$ cat config.mk
export PLATFORM = sky130hd
export DESIGN_NAME = mprj_io_cond
export DESIGN_NICKNAME = d
export VERILOG_FILES = /design/src/rtl/mprj_io_pkg.sv /design/src/rtl/mprj_io_cond_ch.sv /design/src/rtl/mprj_io_cond.sv
export SDC_FILE = /design/constraint.sdc
export NUM_CORES = 1
export LEC_CHECK = 0
export ABC_AREA = 1
export BUFFER_PORTS_ARGS = -buffer_cell sky130_fd_sc_hd__buf_2
export CAP_MARGIN = 20
export CORE_ASPECT_RATIO = 0.5
export CORE_MARGIN = 10
export CORE_UTILIZATION = 51
export CTS_CLUSTER_DIAMETER = 30
export DETAILED_ROUTE_END_ITERATION = 6
export GPL_TIMING_DRIVEN = 0
export HOLD_SLACK_MARGIN = 0.12
export PLACE_DENSITY = 0.76
export SLEW_MARGIN = 25
export SYNTH_ARGS = -nofsm -noshare
export SYNTH_HDL_FRONTEND = slang
export SYNTH_SLANG_ARGS = --single-unit
$ cat constraint.sdc
create_clock -name clock -period 1.5 [get_ports clock]
set_input_delay 0.3 -clock clock [delete_from_list [all_inputs] [get_ports clock]]
set_output_delay 0.3 -clock clock [all_outputs]
set_load 0.005 [all_outputs]
$ cat src/rtl/mprj_io_pkg.sv
// Shared definitions for the user-project GPIO input-conditioning stage:
// edge-mode encodings, parameter defaults and the edge-match helper.
package mprj_io_pkg;

    // Pad-count defaults follow the pad-array sizes of the user project.
    localparam int MPRJ_TOTAL_PADS_DEF = 38;
    localparam int MPRJ_AREA1_PADS_DEF = 19;

    localparam int SYNC_STAGES_DEF = 2;
    localparam int FILT_W_DEF      = 4;

    typedef enum logic [1:0] {
        EDGE_OFF  = 2'b00,
        EDGE_RISE = 2'b01,
        EDGE_FALL = 2'b10,
        EDGE_BOTH = 2'b11
    } edge_mode_e;

    function automatic logic edge_match(input logic [1:0] mode,
                                        input logic       prev,
                                        input logic       cur);
        logic rise;
        logic fall;
        rise = !prev && cur;
        fall = prev && !cur;
        return (rise && (mode == EDGE_RISE || mode == EDGE_BOTH)) ||
               (fall && (mode == EDGE_FALL || mode == EDGE_BOTH));
    endfunction

endpackage

$ cat src/rtl/mprj_io_cond_ch.sv
// One pad channel: synchroniser, debounce filter, edge detector and sticky
// interrupt flag. Hold freezes the filter and flag-set path, not the sync chain.
module mprj_io_cond_ch
    import mprj_io_pkg::*;
#(
    parameter int SYNC_STAGES = SYNC_STAGES_DEF,
    parameter int FILT_W      = FILT_W_DEF
) (
    input  logic              clock,
    input  logic              resetn,
    input  logic              io_in_raw,
    input  logic              filt_en,
    input  logic [FILT_W-1:0] filt_len,
    input  logic [1:0]        edge_mode,
    input  logic              irq_clr,
    input  logic              hold,
    output logic              io_in_sync,
    output logic              io_in_filt,
    output logic              irq_pending
);

    logic [SYNC_STAGES-1:0] sync_q;
    logic                   sync_bit;
    logic                   filt_q;
    logic                   filt_prev_q;
    logic                   pend_q;
    logic [FILT_W-1:0]      cnt_q;
    logic                   filt_d;
    logic [FILT_W-1:0]      cnt_d;
    logic                   edge_hit;

    assign sync_bit = sync_q[SYNC_STAGES-1];

    always_ff @(posedge clock or negedge resetn) begin
        if (!resetn) begin
            sync_q <= '0;
        end else begin
            sync_q <= {sync_q[SYNC_STAGES-2:0], io_in_raw};
        end
    end

    // Using >= lets a lowered filt_len take effect on the next mismatch.
    always_comb begin
        filt_d = filt_q;
        cnt_d  = cnt_q;
        if (!filt_en) begin
            filt_d = sync_bit;
            cnt_d  = '0;
        end else if (sync_bit == filt_q) begin
            cnt_d = '0;
        end else if (cnt_q >= filt_len) begin
            filt_d = sync_bit;
            cnt_d  = '0;
        end else begin
            cnt_d = cnt_q + FILT_W'(1);
        end
    end

    assign edge_hit = !hold && edge_match(edge_mode, filt_prev_q, filt_q);

    always_ff @(posedge clock or negedge resetn) begin
        if (!resetn) begin
            filt_q      <= 1'b0;
            filt_prev_q <= 1'b0;
            cnt_q       <= '0;
            pend_q      <= 1'b0;
        end else begin
            if (!hold) begin
                filt_q      <= filt_d;
                filt_prev_q <= filt_q;
                cnt_q       <= cnt_d;
            end
            pend_q <= edge_hit || (pend_q && !irq_clr);
        end
    end

    assign io_in_sync  = sync_bit;
    assign io_in_filt  = filt_q;
    assign irq_pending = pend_q;

endmodule

$ cat src/rtl/mprj_io_cond.sv
// Input-conditioning stage for the user-project GPIO pads: one channel per pad
// plus registered per-area interrupt summaries.
module mprj_io_cond
    import mprj_io_pkg::*;
#(
    parameter int TOTAL_PADS  = MPRJ_TOTAL_PADS_DEF,
    parameter int AREA1PADS   = MPRJ_AREA1_PADS_DEF,
    parameter int SYNC_STAGES = SYNC_STAGES_DEF,
    parameter int FILT_W      = FILT_W_DEF
) (
    input  logic                    clock,
    input  logic                    resetn,
    input  logic [TOTAL_PADS-1:0]   io_in_raw,
    input  logic [TOTAL_PADS-1:0]   filt_en,
    input  logic [FILT_W-1:0]       filt_len,
    input  logic [2*TOTAL_PADS-1:0] edge_mode,
    input  logic [TOTAL_PADS-1:0]   irq_clr,
    input  logic                    hold,
    output logic [TOTAL_PADS-1:0]   io_in_sync,
    output logic [TOTAL_PADS-1:0]   io_in_filt,
    output logic [TOTAL_PADS-1:0]   irq_pending,
    output logic                    area1_irq,
    output logic                    area2_irq
);

    for (genvar i = 0; i < TOTAL_PADS; i++) begin : g_ch
        mprj_io_cond_ch #(
            .SYNC_STAGES (SYNC_STAGES),
            .FILT_W      (FILT_W)
        ) u_ch (
            .clock       (clock),
            .resetn      (resetn),
            .io_in_raw   (io_in_raw[i]),
            .filt_en     (filt_en[i]),
            .filt_len    (filt_len),
            .edge_mode   (edge_mode[2*i +: 2]),
            .irq_clr     (irq_clr[i]),
            .hold        (hold),
            .io_in_sync  (io_in_sync[i]),
            .io_in_filt  (io_in_filt[i]),
            .irq_pending (irq_pending[i])
        );
    end

    // Summaries keep tracking the flags during hold so clears are still seen.
    always_ff @(posedge clock or negedge resetn) begin
        if (!resetn) begin
            area1_irq <= 1'b0;
            area2_irq <= 1'b0;
        end else begin
            area1_irq <= |irq_pending[AREA1PADS-1:0];
            area2_irq <= |irq_pending[TOTAL_PADS-1:AREA1PADS];
        end
    end

endmodule

==> results of run 1 <==
-- report_power, final --
group | internal (mW) | switching [mW]
clock network | 7.35 | 4.77
logic | 3.30 | 3.85
registers | 10.2 | 0.911
-- metrics by stage --
step	utilization [%]	cells	instance area [um^2]	hold WS [ns]	power, mW
floorplan	-	2373	19800	0.00441	14.4
global placement	58.2	3204	22000	0.332	16.4
detailed placement	58.7	3211	22200	0.241	16.7
CTS	69.4	3494	26200	-0.356	29.7
global route	70.7	3527	26700	-0.335	31.6
finish	70.7	3529	26700	-0.381	30.4
-- placed cells by master, fill, tap and decap left out, types with 8 or more instances in the layout --
cell type,n
nor2_1,76
clkbuf_1,8
xor2_1,29
clkinv_2,8
a21oi_1,109
xnor2_1,41
nand3_1,171
clkbuf_16,53
buf_6,101
nand4_1,34
buf_2,259
diode_2,11
nand2_1,677
dlygate4sd3_1,165
dfrtp_1,298
nand3b_1,30
dfrtp_2,46
inv_1,270
clkinvlp_4,13
buf_4,162
o21ai_0,77
o22ai_1,42
ha_1,185
o21ai_1,55
-- cell usage after synthesis (7+ instances only) --
cell and number:
buf_6 7, xnor2_1 41, nand3_1 172, buf_4 116, a21oi_1 111, nand2_1 684
nand3b_1 30, dfrtp_1 344, o22ai_1 42, buf_2 39, ha_1 190, nor2_1 80
o22ai_2 7, inv_1 276, a21boi_0 7, nand4_1 34, o21ai_0 137, xor2_1 29
-- area by class of cell --
class                   instances  area share, %
multi-input cells            1586           34.1
flip-flops and latches        344           32.4
repair buffers                635           19.1
clock buffers                  60           5.17
inverters                     277           3.93
well taps                     520           2.43
plain buffers                  64           1.53
clock inverters                32           1.25
diodes                         11          0.103
-- cells by family (layout without fill, tap and decap cells) --
family,Yosys count,after routing
fa+ha+maj,190,190
compound gates,316,316
buf+inv,443,1068
flops,344,344
other cells,0,11
xor+xnor,70,70
simple gates,1010,1010
-- worst paths after layout --
kind | from | slack [ns] | end | cells past startpoint
hold / removal | resetn | -0.38 | g_ch[9].u_ch.sync_q[0] | 1
hold reg to reg | g_ch[27].u_ch.sync_q[0] | 0.34 | g_ch[27].u_ch.sync_q[1] | 0
setup / recovery | g_ch[13].u_ch.irq_pending | -0.61 | area1_irq | 2
min in group clock | filt_en[5] | 0.13 | g_ch[5].u_ch.cnt_q[3] | 5
max in group asynchronous | resetn | 0.32 | g_ch[30].u_ch.io_in_filt | 4
setup reg to reg | g_ch[13].u_ch.irq_pending | -0.61 | area1_irq | 2
-- layer usage --
| layer | vias to the layer above | track usage, % | share of wire [%] |
|---|---|---|---|
| li1 | 8814 | - | - |
| met1 | 9388 | 31.6 | 35 |
| met2 | 1100 | 48.2 | 49 |
| met3 | 364 | 6.56 | 9.3 |
| met4 | 4 | 18.2 | 6.7 |
| met5 | - | 0 | 0.038 |
-- timing repair --
| action | in CTS | in global routing |
|---|---|---|
| gates resized for setup | 126 | 117 |
| endpoints found under the hold margin | 190 | 53 |
| setup buffers | 99 | 53 |
| setup endpoints to repair | 224 | 167 |
| pin swaps | 0 | 18 |
-- flip-flops by register name (all words and copies together), names as in the netlist --
register,cells
g_ch.u_ch.sync_q,76
area2_irq,1
g_ch.u_ch.filt_prev_q,38
g_ch.u_ch.io_in_filt,38
g_ch.u_ch.cnt_q,152
g_ch.u_ch.irq_pending,38
area1_irq,1
==> impl_metrics.csv, run 1 <==
group,metric,value,unit
run_status,outcome,"finished with violations",
run_status,violations,"negative hold slack, max-capacitance violations, max-slew violations, negative setup slack",
logic_synthesis,netlist-cell-type-count,27,
worst_setup_path,cpPeakStageDelay,1.25,ns
timing,worst_pin_slew,1.49,ns
worst_setup_path,crit_buf_inv,0,
worst_setup_path,crit_chain,"nor4_1, nand4_1",
worst_setup_path,slowest_stage,"nor4_1",
finish,fillers,2577,
timing,finalCriticalPeriod,2.11,ns
logic_synthesis,synthAdderAreaFrac,12.0,%
global_routing,grt_max_degree,88,
logic_synthesis,synthMuxAreaShare,0,%
finish,drive_gt1_share,23.8,%
timing,maxSlewHeadroom,-0.569,%
logic_synthesis,synth_ff_type,"dfrtp_1",
logic_synthesis,syn_area,19800,um^2
logic_synthesis,ys_top_cells_by_area,"dfrtp_1 (44%), nand2_1 (13%), ha_1 (12%), inv_1 (5.2%), buf_4 (4.4%)",
logic_synthesis,synth.avg_cell_area,8.33,um^2
cts,clock_latency,0.58,ns
cts,cts_hold_buf,165,
worst_setup_path,critPathTopFamily,"simple AND/OR/NAND/NOR gates",
timing,setup_viol,6,
hold_path,holdCritPathClass,"in2async",
logic_synthesis,synth_edf_count,0,
floorplanning,die_h,159,um
finish,area_growth,35.2,%
routing,drt_iter0_markers,2069,
timing,fmax,0.474,GHz
logic_synthesis,synth_top_family_by_area,"simple AND/OR/NAND/NOR gates",
routing,viasPerCell,5.57,
global_routing,grt_pass1_vias,19900,
global_routing,track_usage,28.3,%
logic_synthesis,syn_inst,2373,
finish,fin_nets,3345,
cts,cts.sink_count,344,
flow_run,drv_cap,1,
timing,rsz0062_at_grt,"yes",
timing,tns,-0.855,ns
logic_synthesis,synth_xor_area_share,3.10,%
routing,routed_wl,71.6,mm
logic_synthesis,synth.top_cell.area_share,43.6,%
timing,finalHoldViolations,53,
floorplanning,row_count,50,
logic_synthesis,synth-simple-area-share,21.4,%
timing,fin_ws,-0.611,ns
placement,dp_hpwl,44.4,mm
logic_synthesis,ys_warn_count,0,
routing,ant_nets,0,
floorplanning,ios,313,
routing,post-route-drc-count,0,
worst_setup_path,crit_required,1.86,ns
placement,pre_cts_slack,-0.928,ns
worst_setup_path,worstPathMaxFanout,3,
timing,holdWs,-0.381,ns
global_routing,grt_pass1_wl,108,mm
cts,cts_tree,"done",
global_routing,antenna_found_initial,13,
pwr,irDropWorstVdd,0.000800,V
logic_synthesis,synth_seq_cells,344,
timing,maxSlewViolCount,1,
cts,cts_buffers,50,
pwr,power_density,1140,nW/um^2
logic_synthesis,synth_compound_area_share,8.79,%
cts,clock_path_buffers,3,
cts,htreeDepth,2,
worst_setup_path,cp-end-kind,"flop",
logic_synthesis,synth_top_cell_by_area,"dfrtp_1",
global_routing,gr-total-overflow,0,
cts,cts.clk_slew.worst_paths,0.06,ns
floorplanning,die_area,47500,um^2
floorplanning,coreArea,37800,um^2
placement,routabilityCongestion,0.895,
finish,seq_area,8670,um^2
floorplanning,start_util,52.3,%
worst_setup_path,start_kind,"flop",
routing,dr.pass1.iters,6,
pwr,leakagePower,13.9,nW
worst_setup_path,crit_type,"reg2reg",
finish,multi_input_area,9110,um^2
timing,post-route-period-util,141,%
placement,port_buffers,311,
routing,detail_route.wl_per_cell,20.3,um
cts,ctsRootBufferMaster,"clkbuf_16",
logic_synthesis,synth-async-reset-ratio,100,%
timing,skew,0.0252,ns
logic_synthesis,synth_fp_nets,2760,
floorplanning,die_w,298,um
logic_synthesis,ys_seq_area_share,43.6,%
worst_setup_path,cp.arrival,2.47,ns
routing,dr_total_vias,19700,
Note: power is estimated with default switching activity, not from simulation.
==> run 2: changes to the inputs <==
--- a/config.mk
+++ b/config.mk
@@ -11,6 +11,7 @@
 export CORE_ASPECT_RATIO = 0.5
 export CORE_MARGIN = 10
 export CORE_UTILIZATION = 51
+export CTS_BUF_LIST = sky130_fd_sc_hd__clkbuf_4 sky130_fd_sc_hd__clkbuf_8 sky130_fd_sc_hd__clkbuf_16
 export CTS_CLUSTER_DIAMETER = 30
 export DETAILED_ROUTE_END_ITERATION = 6
 export GPL_TIMING_DRIVEN = 0
==> run 2 against run 1 <==
  * The flow finishes with violations (design-rule violations, negative hold slack, max-capacitance violations, max-slew violations, negative setup slack)
  * Setup slack worse by 0.24 ns
  * Count of clock-buffer cells in the layout is the same
  * Sequential power is essentially flat
  * First-iteration DRC count shrank 0.14%
  * Clock skew up 0.00072 ns
  * Via count rose by 0.31%
  * Clock power barely moved
  * Flip-flop and latch count unchanged
  * Combinational power about the same
  * Largest power group unchanged
==> impl_metrics.csv, run 2 (same netlist as run 1, synthesis figures left out) <==
group,metric,value,unit
timing,worst_pin_slew,1.78,ns
finish,fin_nets,3346,
cts,cts_tree,"done",
global_routing,gr-total-overflow,0,
cts,clock_path_buffers,3,
pwr,combinationalPowerShare,23.5,%
cts,cts_hold_buf,166,
pwr,clkPwrFrac,39.9,%
timing,post-route-period-util,157,%
cts,cts.clk_slew.worst_paths,0.06,ns
worst_setup_path,worstSetupEndpoint,"area1_irq",
finish,reg.largest.list,"g_ch.u_ch.cnt_q: 152 flops, g_ch.u_ch.sync_q: 76 flops",
floorplanning,coreArea,37800,um^2
finish,final_common_cell,"nand2_1",
worst_setup_path,rr_startpoint,"g_ch[13].u_ch.irq_pending",
finish,fillers,2573,
worst_setup_path,rr_endpoint,"area1_irq",
pwr,p_sw,9.53,mW
pwr,internal-power,21.0,mW
run_status,violations,"design-rule violations, negative hold slack, max-capacitance violations, max-slew violations, negative setup slack",
global_routing,grt_max_degree,88,
cts,cts_buffers,50,
floorplanning,row_count,50,
timing,maxSlewHeadroom,-19.8,%
pwr,power_density,1140,nW/um^2
timing,tns,-1.10,ns
finish,fin_cells,3530,
worst_setup_path,crit_type,"reg2reg",
timing,maxSlewViolCount,2,
global_routing,grt_pass1_wl,108,mm
floorplanning,ios,313,
run_status,outcome,"finished with violations",
cts,cts.sink_count,344,
global_routing,track_usage,28.3,%
pwr,leakagePower,14.0,nW
routing,dr.pass1.iters,7,
placement,dp_hpwl,44.4,mm
finish,seq_area,8670,um^2
worst_setup_path,cp.arrival,2.69,ns
floorplanning,die_h,159,um
timing,fin_ws,-0.853,ns
timing,finalCriticalPeriod,2.35,ns
worst_setup_path,start_kind,"flop",
routing,drt_iter0_markers,2066,
hold_path,holdCritPathClass,"in2async",
pwr,p_sw_share,31.3,%
worst_setup_path,cp-end-kind,"flop",
global_routing,antenna_found_initial,13,
worst_setup_path,regToRegSetupSlack,-0.85,ns
pwr,irDropWorstVdd,0.000812,V
placement,dp_cells,3211,
global_routing,grt_pass1_vias,19900,
placement,port_buffers,311,
finish,area_growth,35.3,%
routing,ant_nets,0,
finish,largest_reg_flops,152,
routing,post-route-drc-count,3,
timing,fmax,0.425,GHz
flow_run,drv_cap,1,
cts,clock_latency,0.58,ns
worst_setup_path,worstPathMaxFanout,3,
routing,dr_total_vias,19700,
timing,setup_viol,6,
finish,max_flop_register,"g_ch.u_ch.cnt_q",
pwr,power.share.sequential,36.6,%
finish,multi_input_area,9110,um^2
timing,rsz0062_at_grt,"yes",
routing,viasPerCell,5.59,
worst_setup_path,crit_required,1.84,ns
routing,routed_wl,71.8,mm
routing,detail_route.wl_per_cell,20.3,um
worst_setup_path,startpoint,"g_ch[13].u_ch.irq_pending",
finish,layout_common_cells,"nand2_1 (677), dfrtp_1 (298), inv_1 (270)",
floorplanning,die_area,47500,um^2
cts,ctsRootBufferMaster,"clkbuf_16",
worst_setup_path,reg2reg_depth,2,
timing,skew,0.0259,ns
timing,finalHoldViolations,53,
floorplanning,start_util,52.3,%
floorplanning,die_w,298,um
placement,routabilityCongestion,0.895,
cts,htreeDepth,2,
finish,drive_gt1_share,23.9,%
timing,holdWs,-0.373,ns
-- run 2: cell types whose count changed in the layout (fill, tap and decap cells not counted), sizes merged --
| cell | change |
|---|---|
| dlygate4sd3 | +1 |
-- run 2: area by class of cell --
| type | count | share of cell area [%] |
|---|---|---|
| Tap cell | 520 | 2.43 |
| Timing Repair Buffer | 636 | 19.1 |
| Clock inverter | 32 | 1.24 |
| Buffer | 64 | 1.53 |
| Inverter | 277 | 3.93 |
| Clock buffer | 60 | 5.23 |
| Multi-Input combinational cell | 1586 | 34.1 |
| Antenna cell | 11 | 0.103 |
| Sequential cell | 344 | 32.4 |
-- run 2: power by group through the flow --
stage	Clock [mW]	Combinational, mW	Sequential, mW
4_1_cts	12.2	6.49	11.1
6_report	12.2	7.16	11.2
3_5_place_dp	0	5.28	11.4
3_3_place_gp	0	5.01	11.4
2_1_floorplan	0	3.36	11.0
5_1_grt	12.6	7.81	11.2
-- run 2: through the flow --
stage               utilization, %  hold WS [ns]  cell area, um^2  power, mW  setup WS, ns
finish                        70.8        -0.373            26700       30.5        -0.853
global route                  70.8        -0.334            26700       31.7        -0.787
floorplan                        -       0.00441            19800       14.4        -0.395
CTS                           69.5        -0.356            26300       29.7       -0.0748
detailed placement            58.7         0.241            22200       16.7        -0.928
global placement              58.2         0.332            22000       16.4         -6.67
-- run 2: worst min-delay path by stage --
stage | from | end | slack, ns | cells past startpoint
after floorplan | resetn | area1_irq | 0.004 | 0
after global placement | g_ch[3].u_ch.sync_q[0] | g_ch[3].u_ch.sync_q[1] | 0.33 | 0
after detailed placement | resetn | g_ch[9].u_ch.sync_q[0] | 0.24 | 1
after CTS | resetn | g_ch[9].u_ch.sync_q[0] | -0.36 | 1
after global routing | resetn | g_ch[9].u_ch.sync_q[0] | -0.33 | 1
final | resetn | g_ch[9].u_ch.sync_q[0] | -0.37 | 1
-- run 2: metal layers --
layer  vias up  track usage (%)  wire length, um  part of all wire, %
met4         4             17.9             5110                  7.1
met3       411             6.60             6420                  8.9
met1      9428             31.5            25400                   35
met2      1073             48.4            34800                   49
li1       8815                -                -                    -
met5         -                0               27                0.038
-- run 2: what timing repair did --
action                     in CTS  in global routing
setup endpoints to repair     224                166
setup buffers                  99                 53
hold endpoints to repair      191                 53
pin swaps                       0                 18
gates resized for setup       126                116
-- run 2: critical path: stages, from the launching register on --
cell and delay (ns):
dfrtp_1 0.44, nor4_1 1.46, nand4_1 0.21
==> run 3: changes to the inputs <==
--- a/config.mk
+++ b/config.mk
@@ -8,15 +8,18 @@
 export ABC_AREA = 1
 export BUFFER_PORTS_ARGS = -buffer_cell sky130_fd_sc_hd__buf_2
 export CAP_MARGIN = 20
+export CELL_PAD_IN_SITES_DETAIL_PLACEMENT = 1
+export CELL_PAD_IN_SITES_GLOBAL_PLACEMENT = 1
 export CORE_ASPECT_RATIO = 0.5
 export CORE_MARGIN = 10
-export CORE_UTILIZATION = 51
+export CORE_UTILIZATION = 39
 export CTS_BUF_LIST = sky130_fd_sc_hd__clkbuf_4 sky130_fd_sc_hd__clkbuf_8 sky130_fd_sc_hd__clkbuf_16
 export CTS_CLUSTER_DIAMETER = 30
 export DETAILED_ROUTE_END_ITERATION = 6
 export GPL_TIMING_DRIVEN = 0
 export HOLD_SLACK_MARGIN = 0.12
-export PLACE_DENSITY = 0.76
+export PLACE_DENSITY_LB_ADDON = 0.1
+export REMOVE_ABC_BUFFERS = 1
 export SLEW_MARGIN = 25
 export SYNTH_ARGS = -nofsm -noshare
 export SYNTH_HDL_FRONTEND = slang
==> run 3 against run 2 <==
  * Critical path type is now reg2out
  * Critical path depth unchanged
  * Largest cell class unchanged
  * First-iteration DRC count down 67%
  * Count of clock-buffer cells in the layout up 27
  * The flow finishes with violations (negative hold slack)
  * Setup slack better by 0.86 ns
==> impl_metrics.csv, run 3 (same netlist as run 1, synthesis figures left out) <==
group,metric,value,unit
floorplanning,coreArea,50100,um^2
timing,maxSlewHeadroom,29.2,%
cts,clock_path_buffers,3,
run_status,violations,"negative hold slack",
finish,fillers,5829,
worst_setup_path,crit_type,"reg2out",
floorplanning,die_h,179,um
timing,skew,0.0224,ns
finish,reg.largest.list,"g_ch.u_ch.cnt_q: 152 flops, g_ch.u_ch.sync_q: 76 flops",
worst_setup_path,start_kind,"flop",
routing,dr_total_vias,17900,
timing,fmax,0.670,GHz
routing,post-route-drc-count,0,
hold_path,holdCritPathClass,"in2async",
worst_setup_path,worstPathMaxFanout,2,
floorplanning,row_count,58,
finish,final_common_cell,"nand2_1",
pwr,power,33.0,mW
pwr,power_density,1230,nW/um^2
routing,drt_iter0_markers,673,
timing,finalHoldViolations,53,
run_status,outcome,"finished with violations",
worst_setup_path,crit_required,1.20,ns
finish,layout_common_cells,"nand2_1 (668), dfrtp_1 (306), buf_2 (305)",
floorplanning,start_util,39.4,%
finish,final_util,53.8,%
global_routing,gr-total-overflow,0,
timing,maxSlewViolCount,0,
timing,finalCriticalPeriod,1.49,ns
timing,tns,0,ns
global_routing,grt_pass1_vias,19400,
finish,area_growth,36.4,%
timing,rsz0062_at_grt,"yes",
cts,cts_tree,"done",
finish,drive_gt1_share,23.4,%
finish,max_flop_register,"g_ch.u_ch.cnt_q",
routing,viasPerCell,4.91,
routing,routed_wl,64.4,mm
timing,worst_pin_slew,1.06,ns
cts,htreeDepth,3,
finish,largest_reg_flops,152,
global_routing,antenna_found_initial,6,
placement,dp_hpwl,38.5,mm
floorplanning,die_area,60600,um^2
global_routing,grt_pass1_wl,101,mm
cts,cts.clk_slew.worst_paths,0.05,ns
placement,port_buffers,312,
floorplanning,die_w,338,um
cts,cts.sink_count,344,
pwr,leakagePower,13.9,nW
worst_setup_path,cp.arrival,1.19,ns
pwr,irDropWorstVdd,0.000684,V
cts,cts_buffers,69,
timing,post-route-period-util,99.5,%
routing,dr.pass1.iters,4,
finish,fin_nets,3276,
routing,detail_route.wl_per_cell,17.7,um
timing,setup_viol,0,
routing,ant_nets,0,
cts,ctsRootBufferMaster,"clkbuf_16",
global_routing,track_usage,20.6,%
placement,routabilityCongestion,0.744,
global_routing,grt_max_degree,101,
flow_run,drv_cap,0,
timing,holdWs,-0.368,ns
floorplanning,ios,313,
cts,clock_latency,0.58,ns
worst_setup_path,cp-end-kind,"primary output",
## run 3: where the power goes
part | internal [mW] | switching [mW]
clock network | 10.2 | 5.44
logic | 2.82 | 3.48
registers | 10.2 | 0.808
total | 23.3 | 9.72
## run 3: critical path: stages (launching register included)
cell	delay, ns
dfrtp_1	0.38
buf_6	0.12
buf_6	0.10
## run 3: repair_timing
item | in CTS | in global routing
setup buffers | 32 | 67
cloned | 4 | 1
pin swaps | 1 | 26
hold buffers | 184 | 2
endpoints found under the setup margin | 179 | 206
resized for setup | 44 | 160
hold endpoints to repair | 227 | 93
## run 3: final timing paths
kind                            depth (start not counted)  slack [ns]                      from                         to
min in group clock                                      5        0.07             edge_mode[75]  g_ch[37].u_ch.irq_pending
worst max register to register                          4        0.04  g_ch[5].u_ch.irq_pending                  area1_irq
worst max-delay path                                    2       0.008  g_ch[16].u_ch.io_in_filt             io_in_filt[16]
worst min register to register                          0        0.34   g_ch[20].u_ch.sync_q[0]    g_ch[20].u_ch.sync_q[1]
max in group asynchronous                               5        0.33                    resetn    g_ch[0].u_ch.io_in_filt
worst min-delay path                                    1       -0.37                    resetn     g_ch[37].u_ch.cnt_q[3]
## run 3: per-layer routing
metal / global-route usage, % / up-vias / share of wire (%)
met5: 0 / - / 0.020
met4: 7.59 / 2 / 3.0
met3: 3.89 / 135 / 2.8
met2: 39.0 / 221 / 53
met1: 22.9 / 8834 / 42
li1: - / 8695 / -
## run 3: final cells by class
| cell class | count | area, um^2 | share of cell area, % |
|---|---|---|---|
| clock buffers | 87 | 1940 | 7.18 |
| clock inverters | 40 | 433 | 1.61 |
| well taps | 690 | 863 | 3.20 |
| flip-flops and latches | 344 | 8660 | 32.1 |
| multi-input cells | 1586 | 9330 | 34.6 |
| repair buffers | 611 | 4660 | 17.3 |
| inverters | 277 | 1060 | 3.95 |
| diodes | 5 | 12.5 | 0.0464 |
## run 3: stage by stage
| stage | worst slack, ns | area (um^2) | cells | hold slack (ns) |
|---|---|---|---|---|
| after detailed placement | -0.815 | 21400 | 3220 | 0.253 |
| after global placement | -8.29 | 21000 | 3209 | 0.332 |
| after global routing | -0.0475 | 27000 | 3640 | -0.363 |
| final | 0.00763 | 27000 | 3640 | -0.368 |
| after CTS | -0.0125 | 26000 | 3567 | -0.376 |
| after floorplan | -1.40 | 18600 | 2207 | 0.00441 |
